--- src/rtl/btn_debounce_multi_if.sv ---
// Button conditioner bus: ce_tick and raw pins in, debounced level and strobes out.
interface btn_debounce_multi_if #(
    parameter int CHANNELS = 4
);
    logic                ce_tick;
    logic [CHANNELS-1:0] btn_in;
    logic [CHANNELS-1:0] btn_level;
    logic [CHANNELS-1:0] btn_press;
    logic [CHANNELS-1:0] btn_release;
    logic [CHANNELS-1:0] btn_repeat;

    modport master (output ce_tick, btn_in,
                    input  btn_level, btn_press, btn_release, btn_repeat);
    modport slave  (input  ce_tick, btn_in,
                    output btn_level, btn_press, btn_release, btn_repeat);
endinterface

--- src/rtl/btn_debounce_multi.sv ---
// N-channel push-button conditioner: 2-flop sync, tick-based debounce,
// press/release strobes and optional auto-repeat, one lane instance per channel.
module btn_debounce_ch #(
    parameter int STABLE_TICKS = 8,
    parameter int ACTIVE_LOW   = 0,
    parameter int REPEAT_EN    = 1,
    parameter int REPEAT_DELAY = 500,
    parameter int REPEAT_RATE  = 100
) (
    input  logic clk,
    input  logic rst_n,
    input  logic ce_tick_i,
    input  logic pin_i,
    output logic level_o,
    output logic press_o,
    output logic release_o,
    output logic repeat_o
);
    localparam int   DBW  = $clog2(STABLE_TICKS + 1);
    localparam logic IDLE = (ACTIVE_LOW != 0);
    localparam logic [DBW-1:0] DB_LAST = DBW'(STABLE_TICKS - 1);

    logic           sync1_q, sync2_q, s;
    logic [DBW-1:0] db_cnt_q, db_cnt_d;
    logic           level_q, level_d, press_q, release_q;

    assign s = sync2_q ^ IDLE;

    always_comb begin
        db_cnt_d = db_cnt_q;
        level_d  = level_q;
        if (ce_tick_i) begin
            if (s != level_q) begin
                if (db_cnt_q == DB_LAST) begin
                    level_d  = s;
                    db_cnt_d = '0;
                end else begin
                    db_cnt_d = db_cnt_q + 1'b1;
                end
            end else begin
                db_cnt_d = '0;
            end
        end
    end

    // Strobes are cleared by reset, so a reset while pressed drops the level silently.
    always_ff @(posedge clk) begin
        if (!rst_n) begin
            sync1_q   <= IDLE;
            sync2_q   <= IDLE;
            db_cnt_q  <= '0;
            level_q   <= 1'b0;
            press_q   <= 1'b0;
            release_q <= 1'b0;
        end else begin
            sync1_q   <= pin_i;
            sync2_q   <= sync1_q;
            db_cnt_q  <= db_cnt_d;
            level_q   <= level_d;
            press_q   <= level_d & ~level_q;
            release_q <= ~level_d & level_q;
        end
    end

    assign level_o   = level_q;
    assign press_o   = press_q;
    assign release_o = release_q;

    generate
        if (REPEAT_EN != 0) begin : g_rep
            localparam int RMAX = (REPEAT_DELAY > REPEAT_RATE) ? REPEAT_DELAY : REPEAT_RATE;
            localparam int RW   = $clog2(RMAX + 1);
            localparam logic [RW-1:0] DLY_LAST  = RW'(REPEAT_DELAY - 1);
            localparam logic [RW-1:0] RATE_LAST = RW'(REPEAT_RATE - 1);
            localparam logic FIRST = 1'b0;
            localparam logic NEXT  = 1'b1;

            logic [RW-1:0] rp_cnt_q, rp_cnt_d;
            logic          phase_q, phase_d, rep_q, rep_d;

            // level_q is still 0 on the accepting edge, so the press strobe never coincides with a repeat.
            always_comb begin
                rp_cnt_d = rp_cnt_q;
                phase_d  = phase_q;
                rep_d    = 1'b0;
                if (!level_q) begin
                    rp_cnt_d = '0;
                    phase_d  = FIRST;
                end else if (ce_tick_i) begin
                    if (rp_cnt_q == ((phase_q == NEXT) ? RATE_LAST : DLY_LAST)) begin
                        rep_d    = 1'b1;
                        rp_cnt_d = '0;
                        phase_d  = NEXT;
                    end else begin
                        rp_cnt_d = rp_cnt_q + 1'b1;
                    end
                end
            end

            always_ff @(posedge clk) begin
                if (!rst_n) begin
                    rp_cnt_q <= '0;
                    phase_q  <= FIRST;
                    rep_q    <= 1'b0;
                end else begin
                    rp_cnt_q <= rp_cnt_d;
                    phase_q  <= phase_d;
                    rep_q    <= rep_d;
                end
            end

            assign repeat_o = rep_q;
        end else begin : g_norep
            assign repeat_o = 1'b0;
        end
    endgenerate
endmodule

module btn_debounce_multi #(
    parameter int CHANNELS     = 4,
    parameter int STABLE_TICKS = 8,
    parameter int ACTIVE_LOW   = 0,
    parameter int REPEAT_EN    = 1,
    parameter int REPEAT_DELAY = 500,
    parameter int REPEAT_RATE  = 100
) (
    input logic                 clk,
    input logic                 rst_n,
    btn_debounce_multi_if.slave bus
);
    logic [CHANNELS-1:0] level, press, rel, rep;

    generate
        for (genvar i = 0; i < CHANNELS; i++) begin : g_ch
            btn_debounce_ch #(
                .STABLE_TICKS(STABLE_TICKS),
                .ACTIVE_LOW  (ACTIVE_LOW),
                .REPEAT_EN   (REPEAT_EN),
                .REPEAT_DELAY(REPEAT_DELAY),
                .REPEAT_RATE (REPEAT_RATE)
            ) u_ch (
                .clk      (clk),
                .rst_n    (rst_n),
                .ce_tick_i(bus.ce_tick),
                .pin_i    (bus.btn_in[i]),
                .level_o  (level[i]),
                .press_o  (press[i]),
                .release_o(rel[i]),
                .repeat_o (rep[i])
            );
        end
    endgenerate

    assign bus.btn_level   = level;
    assign bus.btn_press   = press;
    assign bus.btn_release = rel;
    assign bus.btn_repeat  = rep;
endmodule
--- src/flat_wrapper.sv ---
// flat-port wrapper written by rule: the top's interface ports become plain ports
module btn_debounce_multi_flat 
#(
    parameter int CHANNELS     = 4,
    parameter int STABLE_TICKS = 8,
    parameter int ACTIVE_LOW   = 0,
    parameter int REPEAT_EN    = 1,
    parameter int REPEAT_DELAY = 500,
    parameter int REPEAT_RATE  = 100
)
  (clk, rst_n, bus_ce_tick, bus_btn_in, bus_btn_level, bus_btn_press, bus_btn_release, bus_btn_repeat);
  btn_debounce_multi_if #(.CHANNELS(CHANNELS)) bus_i ();
  input logic clk;
  input logic rst_n;
  input wire logic [$bits(bus_i.ce_tick)-1:0] bus_ce_tick;
  input wire logic [$bits(bus_i.btn_in)-1:0] bus_btn_in;
  output wire logic [$bits(bus_i.btn_level)-1:0] bus_btn_level;
  output wire logic [$bits(bus_i.btn_press)-1:0] bus_btn_press;
  output wire logic [$bits(bus_i.btn_release)-1:0] bus_btn_release;
  output wire logic [$bits(bus_i.btn_repeat)-1:0] bus_btn_repeat;
  assign bus_i.ce_tick = bus_ce_tick;
  assign bus_i.btn_in = bus_btn_in;
  assign bus_btn_level = bus_i.btn_level;
  assign bus_btn_press = bus_i.btn_press;
  assign bus_btn_release = bus_i.btn_release;
  assign bus_btn_repeat = bus_i.btn_repeat;
  btn_debounce_multi #(.CHANNELS(CHANNELS), .STABLE_TICKS(STABLE_TICKS), .ACTIVE_LOW(ACTIVE_LOW), .REPEAT_EN(REPEAT_EN), .REPEAT_DELAY(REPEAT_DELAY), .REPEAT_RATE(REPEAT_RATE)) u_core (.clk(clk), .rst_n(rst_n), .bus(bus_i));
endmodule
--- config.mk ---
export PLATFORM = sky130hd
export DESIGN_NAME = btn_debounce_multi_flat
export DESIGN_NICKNAME = d
export VERILOG_FILES = /design/src/rtl/btn_debounce_multi_if.sv /design/src/rtl/btn_debounce_multi.sv /design/src/flat_wrapper.sv
export SDC_FILE = /design/constraint.sdc
export NUM_CORES = 1
export LEC_CHECK = 0
export CORE_MARGIN = 3
export CORE_UTILIZATION = 53
export CTS_CLUSTER_SIZE = 8
export DETAILED_ROUTE_END_ITERATION = 12
export GPL_ROUTABILITY_DRIVEN = 0
export PLACE_DENSITY_LB_ADDON = 0.25
export SLEW_MARGIN = 20
export SYNTH_ARGS = -nofsm -noshare
export SYNTH_HDL_FRONTEND = slang
export SYNTH_SLANG_ARGS = --single-unit
--- constraint.sdc ---
create_clock -name clk -period 1.7 [get_ports clk]
set_input_delay 0.34 -clock clk [delete_from_list [all_inputs] [get_ports clk]]
set_output_delay 0.34 -clock clk [all_outputs]
set_load 0.02 [all_outputs]
; ---- Yosys cells after proc, flatten, opt, wreduce, memory -nomap -nowiden
; Index checks and enable logic that the tools add are counted.
[totals]
regBits = 80
in_bits = 7
wordCells = 116
[classes]
addsub = 8
eq_ne = 12
n_mux = 32
bitwise = 16
n_reduce_logical = 12
[ops]
columns = operator, n
row1 = 9-bit 2-to-1 mux, 8
row2 = "9-bit by 1-bit adder with 9-bit output, second input constant", 4
row3 = 9-bit == test, 4
row4 = 4-bit 2-to-1 mux, 8
row5 = "4-bit by 1-bit adder with 4-bit output, second input constant", 4
row6 = "4-bit by 3-bit == test with 1-bit output, second input constant", 4
row7 = 1-bit 2-to-1 mux, 16
row8 = 2-bit AND reduction, 8
row9 = 3-bit AND reduction, 4
row10 = 1-bit bitwise AND, 8
row11 = 1-bit NOT, 8
row12 = 1-bit != test, 4

; ---- Depth between registers and ports, before layout
[depth]
depth_word = 6
depth_mapped = 6

; ---- Modules after synthesis
; Synthesis repeated with hierarchy kept, for this count alone.
[hier_totals]
hier_cells = 360
hier_area_um2 = 3503.4
[modules_own_cells]
columns = mod, n_inst, cells_each, area_per_inst_um2
row1 = btn_debounce_ch, 4, 90, 875.8

; ---- Worst setup path before layout
; Ideal clock, no wire load.
[synth_path]
path_type = register -> register
start = reg u_core.g_ch[1].u_ch.g_rep.rp_cnt_q[4]
end = reg u_core.g_ch[1].u_ch.g_rep.rp_cnt_q[0]
arrival_time_ns = 1.489
required_time_ns = 1.561
path_slack_ns = 0.072
stages_incl_launch_ff = 4
synth_period_minus_slack_ns = 1.628
path_cell_list = dfxtp_1 > or4b_4 > a2111oi_4 > nor3_1
[synth_via]
elab_chain_len = 2
[synth_lines]
columns = item, line
row1 = "start, declared", btn_debounce_multi.sv:78  ; logic [RW-1:0] rp_cnt_q, rp_cnt_d;
row2 = "start signal, assigned", btn_debounce_multi.sv:106  ; rp_cnt_q <= rp_cnt_d;
row3 = 9-bit == test, btn_debounce_multi.sv:90  ; if (rp_cnt_q == ((phase_q == NEXT) ? RATE_LAST : DLY_LAST)) begin
row4 = 9-bit 2-to-1 mux, btn_debounce_multi.sv:90
; Every way passes these cells.
; A chain may end at the register's enable or synchronous reset.

; ---- Worst setup path after layout
[layout_path]
start = reg u_core.g_ch[0].u_ch.g_rep.rp_cnt_q[8]
end = reg u_core.g_ch[0].u_ch.g_rep.rp_cnt_q[5]
[layout_via]
elab_chain_len = 2
[layout_lines]
columns = item, line
row1 = "start, declared", btn_debounce_multi.sv:78
row2 = "start signal, assigned", btn_debounce_multi.sv:106
row3 = 9-bit == test, btn_debounce_multi.sv:90
row4 = 9-bit 2-to-1 mux, btn_debounce_multi.sv:90
; Every way passes these cells.

==> metrics <==
asr flop ratio synth 0%; port bufs 22; Synth top area share 43.5%; Worst-Skew Late Latency between 0.3 and 0.4 ns; Synthesized Nets 398; Leakage Power around 1.4 nW; clk sinks 80; synthesized cell area ~0.0037 mm2; wire per inst 13.7 um; area grow syn2layout 14.9%; Setup Skew about 0.011 ns; Max H-tree Level 3; pwr dens approximately 800 mW/mm2; Placed Cells between 400 and 500; initial antenna violation count 0; switching part of the total a little over a fifth; maximum root-to-sink buffer count 2; crit path max fanout 5; Post-Syn Area per Cell roughly 9.6 um2; Max stage delay on crit path about 0.56 ns; status finished clean; antenna cell count 0; Period Utilization, post-route a little over nine tenths; synth unique cells 34; critical path launch point type flop; prevailing post-synth register cell dfxtp_1; Initial Util between 50% and 60%; most area-consuming cells after synthesis dfxtp_1, xor2_1, nand2_1, nor3_1, a211oi_1; measured slew at the worst slew-check pin around 0.42 ns; Synth top cells by count dfxtp_1, nand2_1, nor3_1; Die ar. 0.00799 mm2; register area share after synthesis 43.5%; final setup TNS 0 ns; Site Rows 29; CP max stage cell or4b_4; RSZ-0062 raised after global routing no; clock root buffer clkbuf_8; synthesized flop and latch total 80; CTS Buf Count 9; Combinational Power Share between 3 and 4%; Worst VDD drop between 0.5 and 0.6 mV; DR vias/cell ~5.7; total length of routed wires 6.81 mm; First-pass DRT Iterations 4; Warnings, synthesis 0; Final nets about 430; vias in the first global route between 2k and 3k; Setup violations, final 0; worst path bufs/invs 1; die height roughly 89 um; final hold vios 0; Final Power roughly 3.3 mW; IO Pins 23; Clock Power Share 40.0%; Max Cap Viol 0; fraction of layout cells with a size suffix above 1 13.1%; drt drc 0; slew margin rel. 71.6%; Iteration-0 DRC Markers 73; Post-DP Area between 0.004 and 0.005 mm2; FMAX ~0.61 GHz; Internal 2.60 mW; Max Transition Viols Final 0; Via Count around 2.8k; total track usage between 15 and 20%; family with the most delay on the worst path simple AND/OR/NAND/NOR gates; CP cell instances or4b_4, a2111oi_4, buf_4, a211oi_1; grt total ovfl 0; Synth area leader dfxtp_1; WS Path Type reg2reg; DP Wirelength 4.77 mm; Post-Syn Instances 383; hold crit path type reg2reg; Final ANT Viol Nets 0; Switch Pwr approximately 0.72 mW; register share of total power 56.9%; CTS tree built; clock-pin slew on the worst setup and hold paths approximately 0.080 ns; EDFF count, synth 0; Worst Setup End Kind flop; final design instance area without fill 0.00423 mm2; Final Non-Filler Cells between 400 and 500; first-pass GRT wire length between 10 and 15 mm; minimum clock period about 1.6 ns; Die Wd around 89 um; Worst EP required 1.91 ns; core footprint 0.00653 mm2; Worst EP arrival 1.85 ns; top-count cell post-synth dfxtp_1; Fill cells 550; hold_buf cts 0; largest net degree at the start of global routing 30
[layout by cell type, fill, tap and decap left out, types with 8 or more instances in the layout]
| master | netlist | final |
|---|---|---|
| o31ai_1 | 8 | 8 |
| and2_1 | 8 | 8 |
| mux2i_1 | 8 | 8 |
| nor3_1 | 24 | 24 |
| nand2b_1 | 12 | 12 |
| or3_1 | 8 | 8 |
| ha_1 | 8 | 8 |
| clkdlybuf4s50_1 | 0 | 18 |
| nand2_1 | 34 | 34 |
| buf_4 | 16 | 29 |
| clkbuf_8 | 0 | 9 |
| o21ai_0 | 9 | 9 |
| dfxtp_1 | 80 | 79 |
| nand4b_1 | 13 | 13 |
| nand3_1 | 11 | 11 |
| a211oi_1 | 16 | 16 |
| a21boi_0 | 16 | 16 |
| xor2_1 | 16 | 16 |
| or4_1 | 8 | 8 |
| nand4_1 | 13 | 13 |
| inv_1 | 9 | 9 |
[flip-flops by register name, summed over array words and instances (netlist names)]
register and flops:
u_core.g_ch.u_ch.db_cnt_q 16, u_core.g_ch.u_ch.g_rep.phase_q 4, u_core.g_ch.u_ch.g_rep.rp_cnt_q 36, u_core.g_ch.u_ch.level_o 4
u_core.g_ch.u_ch.press_o 4, u_core.g_ch.u_ch.release_o 4, u_core.g_ch.u_ch.repeat_o 4, u_core.g_ch.u_ch.s 4
u_core.g_ch.u_ch.sync1_q 4
[metrics by stage]
stage                     utilization [%]  hold WS [ns]  setup WS [ns]
after detailed placement             62.0         0.423         -0.113
after global placement               62.0         0.415        -0.0388
after CTS                            64.8         0.442         0.0422
after floorplan                         -         0.412         0.0725
final                                64.8         0.440         0.0650
after global routing                 64.8         0.452         0.0124
[worst register-to-register path, cell delays in order (launching register included)]
cell and delay (ns):
dfxtp_1 0.34, or4b_4 0.56, a2111oi_4 0.37, buf_4 0.19, a211oi_1 0.05
[path summary, 6_finish.rpt]
check                           cells after the start                                                 end  slack [ns]                                                from
worst max-delay path                                4  u_core.g_ch[0].u_ch.g_rep.rp_cnt_q[5]$_SDFFE_PN0P_        0.06  u_core.g_ch[0].u_ch.g_rep.rp_cnt_q[8]$_SDFFE_PN0P_
worst min register to register                      1                    u_core.g_ch[2].u_ch.s$_SDFF_PN0_        0.44              u_core.g_ch[2].u_ch.sync1_q$_SDFF_PN0_
worst min-delay path                                1                    u_core.g_ch[2].u_ch.s$_SDFF_PN0_        0.44              u_core.g_ch[2].u_ch.sync1_q$_SDFF_PN0_
worst max register to register                      4  u_core.g_ch[0].u_ch.g_rep.rp_cnt_q[5]$_SDFFE_PN0P_        0.06  u_core.g_ch[0].u_ch.g_rep.rp_cnt_q[8]$_SDFFE_PN0P_
[per-layer routing]
layer | GRT usage [%] | wire (um)
met2 | 29.6 | 3170
met4 | 8.12 | 133
met3 | 3.04 | 145
met5 | 0 | 0
met1 | 22.5 | 3360
[cells by family (layout without fill, tap and decap cells)]
kind of cell | count (synthesis) | after routing | synth area share [%]
AOI/OAI and AO/OA | 68 | 68 | 15.5
xor gates and xnor gates | 20 | 20 | 4.75
adders and majority gates | 8 | 8 | 2.72
buffers and inverters | 41 | 77 | 5.98
DFF | 80 | 80 | 43.5
muxes | 8 | 8 | 2.17
and+or+nand+nor | 158 | 158 | 25.4
[power groups by stage]
stage               registers, mW  logic (mW)  clock network [mW]
finish                       1.89       0.102                1.33
global route                 1.89       0.113                1.45
CTS                          1.89       0.103                1.36
detailed placement           1.93       0.103                   0
global placement             1.93      0.0999                   0
floorplan                    1.93      0.0676                   0
[what timing repair did]
item,4_1_cts,5_1_grt
resized for setup,3,1
hold endpoints to repair,0,0
pin swaps,0,3
setup buffers,0,0
endpoints found under the setup margin,3,5
[cell type report]
class,count,area (um2),area share [%]
multi-input cells,262,1860,44.0
flip-flops and latches,80,1600,37.9
repair buffers,52,449,10.6
clock buffers,10,128,3.02
well taps,77,96.3,2.28
clock inverters,6,60.1,1.42
inverters,9,33.8,0.798
Power figures use the tool's default switching activity.
